**src/rtl/fifo_arb_pkg.sv**
```systemverilog
// Shared types and the reference round-robin search for the FIFO write-port arbiter.
package fifo_arb_pkg;

  typedef enum logic [0:0] {IDLE, GRANT} arb_state_t;

  localparam int STAT_W  = 16;
  localparam int MAX_REQ = 16;

  // Reference model of the arbitration rule: first valid index strictly after `last`,
  // wrapping modulo num_req. Returns `last` when nothing is valid.
  function automatic int rr_next(input int num_req, input int last,
                                 input logic [MAX_REQ-1:0] valid_vec);
    int pick;
    int idx;
    pick = last;
    // Walk from farthest to nearest so the nearest valid index wins.
    for (int k = MAX_REQ; k >= 1; k--) begin
      if (k <= num_req) begin
        idx = (last + k) % num_req;
        if (valid_vec[idx]) pick = idx;
      end
    end
    return pick;
  endfunction

endpackage

```
**src/rtl/fifo_wr_arbiter_rr_picker.sv**
```systemverilog
// Combinational round-robin picker: next valid requester after the last owner.
module rr_picker import fifo_arb_pkg::*; #(
  parameter int NUM_REQ = 4,
  parameter int IDW     = $clog2(NUM_REQ)
) (
  input  logic [NUM_REQ-1:0] valid_vec,
  input  logic [IDW-1:0]     last,
  output logic [IDW-1:0]     pick,
  output logic               any_valid
);

  logic [MAX_REQ-1:0] valid_ext;

  always_comb begin
    valid_ext                = '0;
    valid_ext[NUM_REQ-1:0]   = valid_vec;
    pick                     = IDW'(rr_next(NUM_REQ, int'(last), valid_ext));
    any_valid                = |valid_vec;
  end

endmodule

```
**src/rtl/fifo_wr_arbiter.sv**
```systemverilog
// Round-robin burst arbiter sharing one FIFO write port between NUM_REQ producers.
// Define FIFO_WR_ARB_STATS_EN to add per-requester saturating beat counters (stat_beats).
module fifo_wr_arbiter import fifo_arb_pkg::*; #(
  parameter int NUM_REQ    = 4,
  parameter int DATA_WIDTH = 8,
  parameter int MAX_BURST  = 4
) (
  input  logic                            clk,
  input  logic                            reset,
  input  logic [NUM_REQ-1:0]              req_valid,
  input  logic [NUM_REQ*DATA_WIDTH-1:0]   req_data,
  output logic [NUM_REQ-1:0]              req_ready,
  input  logic                            fifo_full,
  output logic                            fifo_wr_en,
  output logic [DATA_WIDTH-1:0]           fifo_data_in,
  output logic [$clog2(NUM_REQ)-1:0]      grant_id,
  output logic                            busy
`ifdef FIFO_WR_ARB_STATS_EN
  ,
  output logic [NUM_REQ*STAT_W-1:0]       stat_beats
`endif
);

  localparam int IDW = $clog2(NUM_REQ);
  localparam int BW  = $clog2(MAX_BURST + 1);
  localparam logic [BW-1:0] LastBeat = BW'(MAX_BURST - 1);

  arb_state_t      state_q, state_d;
  logic [IDW-1:0]  owner_q, owner_d;
  logic [IDW-1:0]  last_q, last_d;
  logic [BW-1:0]   beat_cnt_q, beat_cnt_d;

  logic [IDW-1:0]        pick;
  logic                  any_valid;
  logic                  granted;
  logic                  owner_valid;
  logic                  xfer;
  logic [DATA_WIDTH-1:0] owner_lane;

  rr_picker #(
    .NUM_REQ (NUM_REQ),
    .IDW     (IDW)
  ) u_rr_picker (
    .valid_vec (req_valid),
    .last      (last_q),
    .pick      (pick),
    .any_valid (any_valid)
  );

  // Handshake and FIFO-side outputs; ready/write are forced low while reset is held.
  always_comb begin
    granted      = (state_q == GRANT);
    owner_valid  = req_valid[owner_q];
    owner_lane   = req_data[int'(owner_q)*DATA_WIDTH +: DATA_WIDTH];
    xfer         = granted && owner_valid && !fifo_full && !reset;
    req_ready    = '0;
    if (granted && !fifo_full && !reset) req_ready[owner_q] = 1'b1;
    fifo_wr_en   = xfer;
    fifo_data_in = granted ? owner_lane : '0;
  end

  always_comb begin
    state_d    = state_q;
    owner_d    = owner_q;
    last_d     = last_q;
    beat_cnt_d = beat_cnt_q;
    if (reset) begin
      state_d    = IDLE;
      owner_d    = '0;
      last_d     = IDW'(NUM_REQ - 1);
      beat_cnt_d = '0;
    end else begin
      case (state_q)
        IDLE: begin
          if (any_valid) begin
            owner_d    = pick;
            beat_cnt_d = '0;
            state_d    = GRANT;
          end
        end
        GRANT: begin
          // A dropped valid ends the burst even while the FIFO is full.
          if (!owner_valid) begin
            state_d = IDLE;
            last_d  = owner_q;
          end else if (xfer) begin
            beat_cnt_d = beat_cnt_q + 1'b1;
            if (beat_cnt_q == LastBeat) begin
              state_d = IDLE;
              last_d  = owner_q;
            end
          end
        end
        default: state_d = IDLE;
      endcase
    end
  end

  always_ff @(posedge clk) begin
    state_q    <= state_d;
    owner_q    <= owner_d;
    last_q     <= last_d;
    beat_cnt_q <= beat_cnt_d;
  end

  assign grant_id = owner_q;
  assign busy     = (state_q == GRANT);

`ifdef FIFO_WR_ARB_STATS_EN
  logic [STAT_W-1:0] stat_q [NUM_REQ];
  logic [STAT_W-1:0] stat_d [NUM_REQ];

  always_comb begin
    for (int i = 0; i < NUM_REQ; i++) begin
      stat_d[i] = stat_q[i];
      if (reset) begin
        stat_d[i] = '0;
      end else if (xfer && (owner_q == IDW'(i)) && (stat_q[i] != '1)) begin
        stat_d[i] = stat_q[i] + 1'b1;
      end
    end
  end

  always_ff @(posedge clk) begin
    stat_q <= stat_d;
  end

  always_comb begin
    stat_beats = '0;
    for (int i = 0; i < NUM_REQ; i++) stat_beats[i*STAT_W +: STAT_W] = stat_q[i];
  end
`endif

endmodule

```
**config.mk**
```make
export PLATFORM = sky130hd
export DESIGN_NAME = fifo_wr_arbiter
export DESIGN_NICKNAME = d
export VERILOG_FILES = /design/src/rtl/fifo_arb_pkg.sv /design/src/rtl/fifo_wr_arbiter_rr_picker.sv /design/src/rtl/fifo_wr_arbiter.sv
export SDC_FILE = /design/constraint.sdc
export NUM_CORES = 1
export LEC_CHECK = 0
export BUFFER_PORTS_ARGS = -buffer_cell sky130_fd_sc_hd__buf_2
export CAP_MARGIN = 30
export CORE_MARGIN = 2
export CORE_UTILIZATION = 43
export CTS_BUF_LIST = sky130_fd_sc_hd__clkbuf_4 sky130_fd_sc_hd__clkbuf_8 sky130_fd_sc_hd__clkbuf_16
export DETAILED_ROUTE_END_ITERATION = 10
export HOLD_SLACK_MARGIN = 0.06
export PLACE_DENSITY = 0.84
export RECOVER_POWER = 50
export SYNTH_ARGS = -nofsm -noshare
export SYNTH_HDL_FRONTEND = slang
export SYNTH_SLANG_ARGS = --single-unit
```
**constraint.sdc**
```tcl
create_clock -name clk -period 2.8 [get_ports clk]
set_clock_uncertainty 0.05 [all_clocks]
set_input_delay 0 -clock clk [delete_from_list [all_inputs] [get_ports clk]]
set_output_delay 0 -clock clk [all_outputs]
set_load 0.02 [all_outputs]
```
==> metrics.md, run 1 <==
| Metric | Value |
|---|---|
| Share of cells above drive strength 1 | `46.3%` |
| Cell chain of the critical path | `buf_4 -> mux4_2 -> nand2_2 -> inv_2 -> or4_1 -> o21ai_0` |
| #FFs+latches synth | `8` |
| Crit start category | `flop` |
| Static leakage | `0.503 nW` |
| R2r endpoint | `beat_cnt_q[2]$_SDFFE_PP0P_` |
| Clk Latency, worst-skew pair | `0.25 ns` |
| Ports | `55` |
| Final Hold Vio Count | `0` |
| Sequential cell area fraction in the yosys report | `21.2%` |
| CTS H-Tree Depth | `1` |
| Area grow syn2layout | `39.2%` |
| RSZ-0062 raised after global routing | `no` |
| Outcome | `finished, final reports clean` |
| Die X | `45.9 um` |
| Pwr/cell area | `393 nW/um^2` |
| Worst Path Required | `2.93 ns` |
| Fmax | `520 MHz` |
| Actual slew at the worst max-slew pin | `0.600 ns` |
| Worst-path fanout max | `18` |
| Placed cells | `149` |
| PostCTS Resize Cnt | `0` |
| Die H | `45.9 um` |
| Largest net degree at the start of global routing | `19` |
| Hold Crit Depth | `4` |
| Clk root buf | `clkbuf_4` |
| Min-delay worst type | `input pin to flop` |
| Pins over their slew limit | `0` |
| R2r worst-path depth | `6` |
| # diodes | `0` |
| Critical path endpoint category | `flop` |
| CP arrival | `2.05 ns` |
| Core Box Area | `1690 sq um` |
| Clock buffer depth | `2` |
| Initial Util | `44.7%` |
| Final wirelength | `2130 um` |
| Nets@finish | `179` |
| Yosys warns | `0` |
| Site row count | `15` |
| Setup tns final | `0 ns` |
| CP max-delay cell | `mux4_2` |
| Crit-path max cell delay | `0.55 ns` |
| Max Cap Viol | `0` |
| CTS Buf Count | `3` |
| Vias in the first global route | `764` |
| FF/Latch Area | `160 sq um` |
| Pre-CTS setup slack | `0.901 ns` |
| Synth cell types | `28` |
| DRC viols | `0` |
| Congestion Overflow GR | `0` |
| R2r startpoint | `grant_id[1]$_SDFFE_PP0P_` |
| CTS tree | `done` |
| Initial antenna violation count | `0` |
| CTS clk-pin slew, worst paths | `0.05 ns` |
| Vias/cell | `5.66` |
| Detailed Routing Iterations Pass 1 | `5` |
| Syn nets | `123` |
| Worst vdd ir | `0.216 mV` |
| Worst slew margin | `59.9%` |
| Min-delay src | `req_valid[2]` |
| Initial DRC count | `12` |
| Die area | `2110 sq um` |
| Final HPWL DP | `1670 um` |
| Period utilization | `68.7%` |
| First-pass GRT wire length | `2860 um` |
| Area of the mapped netlist | `756 sq um` |
| Final Core Density | `62.3%` |
| Final std cells w/o fill | `153` |
| Wire length per cell | `13.9 um` |
| Footprint of the multi-input gates | `554 sq um` |
| ANT nets after route | `0` |
| Hold Path Sink | `grant_id[0]$_SDFFE_PP0P_` |
| # setup viols final | `0` |
| CTS Sinks | `8` |
| Routed via count | `866` |
| Placer Congestion | `0.808` |
| Gate Count Post-Synth | `82` |
| CP Class | `flop to flop` |
| I/O Buffers | `54` |
| Fin crit period | `1.92 ns` |
| Total GRT Usage | `18.9%` |
| Post CTS Setup Buffer Count | `0` |
| FF-to-FF setup slack | `0.88 ns` |
| Mapped Avg Cell Area | `9.22 sq um` |
| Slack of the critical path | `0.877 ns` |
| Fill count | `148` |
| Power, Total | `0.414 mW` |
## repair_timing
| item | CTS | global route |
|---|---|---|
| hold endpoints to repair | 4 | 0 |
| hold buffers | 1 | 0 |
| endpoints found under the setup margin | 0 | 0 |
## stage by stage
stage,hold WS (ns),area [sq um]
floorplan,0.164,756
global placement,0.251,1030
detailed placement,0.263,1030
CTS,0.0747,1060
global route,0.118,1050
finish,0.0844,1050
## routing by layer
metal | routed length (um) | track usage, % | up-vias
met5 | 0 | 0 | -
met3 | 194 | 4.37 | 4
met2 | 1150 | 37.5 | 50
met1 | 757 | 17.4 | 400
met4 | 19 | 8.57 | 0
li1 | - | - | 412
## kinds of logic (layout without fill, tap and decap cells)
| kind of cell | Yosys count | after routing | share of synthesized area, % |
|---|---|---|---|
| fa+ha+maj | 2 | 2 | 3.31 |
| flops | 8 | 8 | 21.2 |
| compound gates | 11 | 11 | 9.11 |
| buf+inv | 8 | 62 | 5.46 |
| mux | 13 | 13 | 32.1 |
| simple gates | 40 | 40 | 28.8 |
## synthesized netlist by cell type (all sizes together)
library cell	number	area, sq um
mux4	9	203
nand2b	2	12.5
o21ai	2	10.0
and3	2	12.5
clkbuf	2	7.51
nand3	4	20.0
and3b	1	8.76
a21oi	4	20.0
nor3b	2	15.0
o211ai	2	15.0
and2	8	50.1
nand2	6	25.0
nand4b	1	8.76
nor2b	2	12.5
dfxtp	8	160
or4	1	7.51
mux2i	4	40.0
buf	4	26.3
nand3b	1	7.51
inv	2	7.50
o31ai	1	7.51
ha	2	25.0
a311oi	1	8.76
nor2	10	37.5
a21o	1	7.51
## worst max path at each step
| stage | start | slack (ns) | end | depth (start not counted) |
|---|---|---|---|---|
| after floorplan | grant_id[1]$_SDFFE_PP0P_ | 0.87 | beat_cnt_q[2]$_SDFFE_PP0P_ | 6 |
| after global placement | grant_id[1]$_SDFFE_PP0P_ | 0.95 | beat_cnt_q[2]$_SDFFE_PP0P_ | 6 |
| after detailed placement | grant_id[1]$_SDFFE_PP0P_ | 0.90 | beat_cnt_q[2]$_SDFFE_PP0P_ | 6 |
| after CTS | grant_id[1]$_SDFFE_PP0P_ | 0.89 | beat_cnt_q[2]$_SDFFE_PP0P_ | 6 |
| after global routing | busy$_SDFF_PP0_ | 0.75 | req_ready[0] | 3 |
| final | grant_id[1]$_SDFFE_PP0P_ | 0.88 | beat_cnt_q[2]$_SDFFE_PP0P_ | 6 |
## power by group
group	total [mW]	internal (mW)	switching (mW)
sequential	0.135	0.124	0.0108
clock	0.0871	0.0490	0.0381
combinational	0.192	0.0959	0.0961
total	0.414	0.269	0.145
## flip-flops by register name (all words and copies together) (netlist names)
name	cells
beat_cnt_q	3
grant_id	2
last_q	2
busy	1
## worst max-delay path, delay by kind of cell, from the launching register on
kind	cells	cell delay, ns
and+or+nand+nor	2	0.59
buffers and inverters	2	0.26
muxes	1	0.55
AOI/OAI and AO/OA	1	0.09
DFF	1	0.30
## cell type report
| cell class | instances | share of cell area (%) |
|---|---|---|
| repair buffers | 57 | 27.2 |
| multi-input cells | 66 | 52.7 |
| well taps | 17 | 2.02 |
| inverters | 2 | 0.713 |
| flip-flops and latches | 8 | 15.2 |
| clock buffers | 3 | 2.14 |
## cells in the final DEF, fill, tap and decap left out, types with 3 or more instances in the layout
master    Yosys  routed
a21oi_1       4       4
mux2i_1       4       4
nor2_1       10      10
dfxtp_1       8       8
nand2_1       5       5
buf_2         3      47
nand3_1       4       4
and2_1        8       8
clkbuf_4      0       3
mux4_2        9       9
clkbuf_1      2       7
No activity file was read; power rests on OpenSTA's default activity.
==> run 2: changes to the inputs <==
--- a/config.mk
+++ b/config.mk
@@ -8,11 +8,11 @@
 export BUFFER_PORTS_ARGS = -buffer_cell sky130_fd_sc_hd__buf_2
 export CAP_MARGIN = 30
 export CORE_MARGIN = 2
-export CORE_UTILIZATION = 43
+export CORE_UTILIZATION = 40
 export CTS_BUF_LIST = sky130_fd_sc_hd__clkbuf_4 sky130_fd_sc_hd__clkbuf_8 sky130_fd_sc_hd__clkbuf_16
 export DETAILED_ROUTE_END_ITERATION = 10
 export HOLD_SLACK_MARGIN = 0.06
-export PLACE_DENSITY = 0.84
+export PLACE_DENSITY = 0.79
 export RECOVER_POWER = 50
 export SYNTH_ARGS = -nofsm -noshare
 export SYNTH_HDL_FRONTEND = slang
==> constraint.sdc (replaced) <==
create_clock -name clk -period 1.95 [get_ports clk]
set_clock_uncertainty 0.05 [all_clocks]
set_input_delay 0 -clock clk [delete_from_list [all_inputs] [get_ports clk]]
set_output_delay 0 -clock clk [all_outputs]
set_load 0.02 [all_outputs]
==> metrics.md, run 2 (same netlist as run 1, synthesis figures left out) <==
| Metric | Value |
|---|---|
| Outcome | `finished, final reports clean` |
| Setup tns final | `0 ns (unchanged)` |
| Placer Congestion | `0.795 (-1.6%)` |
| Worst vdd ir | `0.283 mV (+31%)` |
| Slack of the critical path | `0.160 ns (-0.717 ns)` |
| Final Hold Vio Count | `0 (unchanged)` |
| # diodes | `0 (unchanged)` |
| Die X | `47.5 um (+3.4%)` |
| Cell chain of the critical path | `mux4_2 -> nand2_1 -> inv_2 -> or4_1 -> o21ai_0` |
| Detailed Routing Iterations Pass 1 | `4 (-1)` |
| Core Box Area | `1750 sq um (+3.3%)` |
| Crit-path max cell delay | `0.53 ns (-0.02 ns)` |
| Final HPWL DP | `1670 um (-0.26%)` |
| CTS H-Tree Depth | `1 (unchanged)` |
| Most frequent cells in the layout | `51 x buf_2, 10 x nor2_1, 9 x mux4_2` |
| Initial DRC count | `22 (+10)` |
| Vias in the first global route | `694 (-9.2%)` |
| CP arrival | `1.92 ns (-0.13 ns)` |
| R2r startpoint | `grant_id[1]$_SDFFE_PP0P_` |
| First-pass GRT wire length | `2710 um (-5.3%)` |
| Design Area, Final | `1080 sq um (+2.6%)` |
| Largest net degree at the start of global routing | `18 (-1)` |
| Share of cells above drive strength 1 | `48.2% (+1.9 points)` |
| Hold WS | `0.103 ns (+0.0189 ns)` |
| Final std cells w/o fill | `164 (+7.2%)` |
| # setup viols final | `0 (unchanged)` |
| Placed cells | `160 (+7.4%)` |
| Pwr/cell area | `561 nW/um^2 (+43%)` |
| Period utilization | `91.8% (+23 points)` |
| Area grow syn2layout | `42.9%` |
| Critical path endpoint category | `flop` |
| PostCTS Resize Cnt | `0 (unchanged)` |
| Die H | `47.5 um (+3.4%)` |
| Worst-path fanout max | `5 (-13)` |
| CTS clk-pin slew, worst paths | `0.06 ns (about the same)` |
| Hold Path Sink | `grant_id[0]$_SDFFE_PP0P_` |
| Ports | `55 (unchanged)` |
| Pins over their slew limit | `0 (unchanged)` |
| Worst Path Required | `2.08 ns (-0.85 ns)` |
| Min-delay worst type | `input pin to flop` |
| CTS Sinks | `8 (unchanged)` |
| Crit start category | `flop` |
| Commonest non-fill, non-tap cell in the layout | `buf_2` |
| CP Class | `flop to flop` |
| Clock buffer depth | `2 (unchanged)` |
| Initial antenna violation count | `0 (unchanged)` |
| Worst slew margin | `67.2% (+7.3 points)` |
| Clk Latency, worst-skew pair | `0.26 ns (about the same)` |
| Routed via count | `881 (+1.7%)` |
| Fin crit period | `1.79 ns (-0.133 ns)` |
| FF-to-FF setup slack | `0.16 ns (-0.72 ns)` |
| CP max-delay cell | `mux4_2` |
| Power, Total | `0.606 mW (+47%)` |
| Vias/cell | `5.37 (-5.1%)` |
| Wire length per cell | `12.8 um (-8.2%)` |
| RSZ-0062 raised after global routing | `no` |
| Total GRT Usage | `16.9% (-2.0 points)` |
| Final Core Density | `61.9% (-0.43 points)` |
| Clk root buf | `clkbuf_4` |
| Min-delay src | `req_valid[0]` |
| Static leakage | `0.524 nW (+4.1%)` |
| Max reg flops | `3 (unchanged)` |
| Hold Crit Depth | `4 (unchanged)` |
| I/O Buffers | `54 (unchanged)` |
| R2r endpoint | `beat_cnt_q[2]$_SDFFE_PP0P_` |
| Congestion Overflow GR | `0 (unchanged)` |
| Final wirelength | `2090 um (-1.6%)` |
| Nets@finish | `182 (+1.7%)` |
| Die area | `2250 sq um (+6.8%)` |
| Max Cap Viol | `0 (unchanged)` |
| Register with the most flip-flops | `beat_cnt_q` |
| CTS Buf Count | `3 (unchanged)` |
| ANT nets after route | `0 (unchanged)` |
| Cell area after placement | `1060 sq um (+3.2%)` |
| Fmax | `559 MHz (+7.5%)` |
| CTS tree | `done` |
| Site row count | `15 (unchanged)` |
| Pre-CTS setup slack | `0.235 ns (-0.666 ns)` |
| R2r worst-path depth | `5 (-1)` |
| Actual slew at the worst max-slew pin | `0.493 ns (-0.107 ns)` |
| Initial Util | `43.3% (-1.4 points)` |
| DRC viols | `0 (unchanged)` |
-- run 2: cell count changes in the layout (fill, tap and decap cells not counted), sizes merged --
cell	previous run	this run
buf	49	54
clkbuf	10	8
-- run 2: timing repair --
action / CTS / global route
endpoints found under the hold margin: 4 / 0
setup buffers: 0 / 0
hold buffers: 1 / 0
-- run 2: area by class of cell --
type                    instances  area, sq um
clock buffers                   3         22.5
inverters                       2         7.51
repair buffers                 60          307
multi-input cells              66          552
flip-flops and latches          8          160
well taps                      25         31.3
fillers                       167          666
-- run 2: power breakdown --
group          switching [mW]  internal (mW)  leakage [nW]
logic                   0.138          0.146         0.445
clock network          0.0608         0.0708        0.0138
registers              0.0129          0.178        0.0657
-- run 2: worst max-delay path by stage --
stage | startpoint | end | slack (ns) | cells past startpoint
6_report | grant_id[1]$_SDFFE_PP0P_ | beat_cnt_q[2]$_SDFFE_PP0P_ | 0.16 | 5
5_1_grt | grant_id[1]$_SDFFE_PP0P_ | beat_cnt_q[2]$_SDFFE_PP0P_ | 0.09 | 5
4_1_cts | grant_id[1]$_SDFFE_PP0P_ | beat_cnt_q[2]$_SDFFE_PP0P_ | 0.22 | 5
3_5_place_dp | grant_id[1]$_SDFFE_PP0P_ | beat_cnt_q[2]$_SDFFE_PP0P_ | 0.24 | 5
3_3_place_gp | grant_id[1]$_SDFFE_PP0P_ | beat_cnt_q[2]$_SDFFE_PP0P_ | 0.29 | 5
2_1_floorplan | grant_id[1]$_SDFFE_PP0P_ | beat_cnt_q[2]$_SDFFE_PP0P_ | 0.02 | 6
-- run 2: critical path: cells and delay by family, from the launching register on --
family | cells | cell delay (ns)
AOI/OAI and AO/OA | 1 | 0.07
buffers and inverters | 1 | 0.06
DFF | 1 | 0.37
muxes | 1 | 0.53
and+or+nand+nor | 2 | 0.62
-- run 2: per-layer routing --
metal / part of all wire (%) / track usage [%] / vias up
li1: - / - / 420
met1: 35 / 17.0 / 406
met2: 51 / 34.3 / 53
met3: 13 / 3.02 / 2
met4: 0.19 / 5.00 / 0
met5: 0 / 0 / -
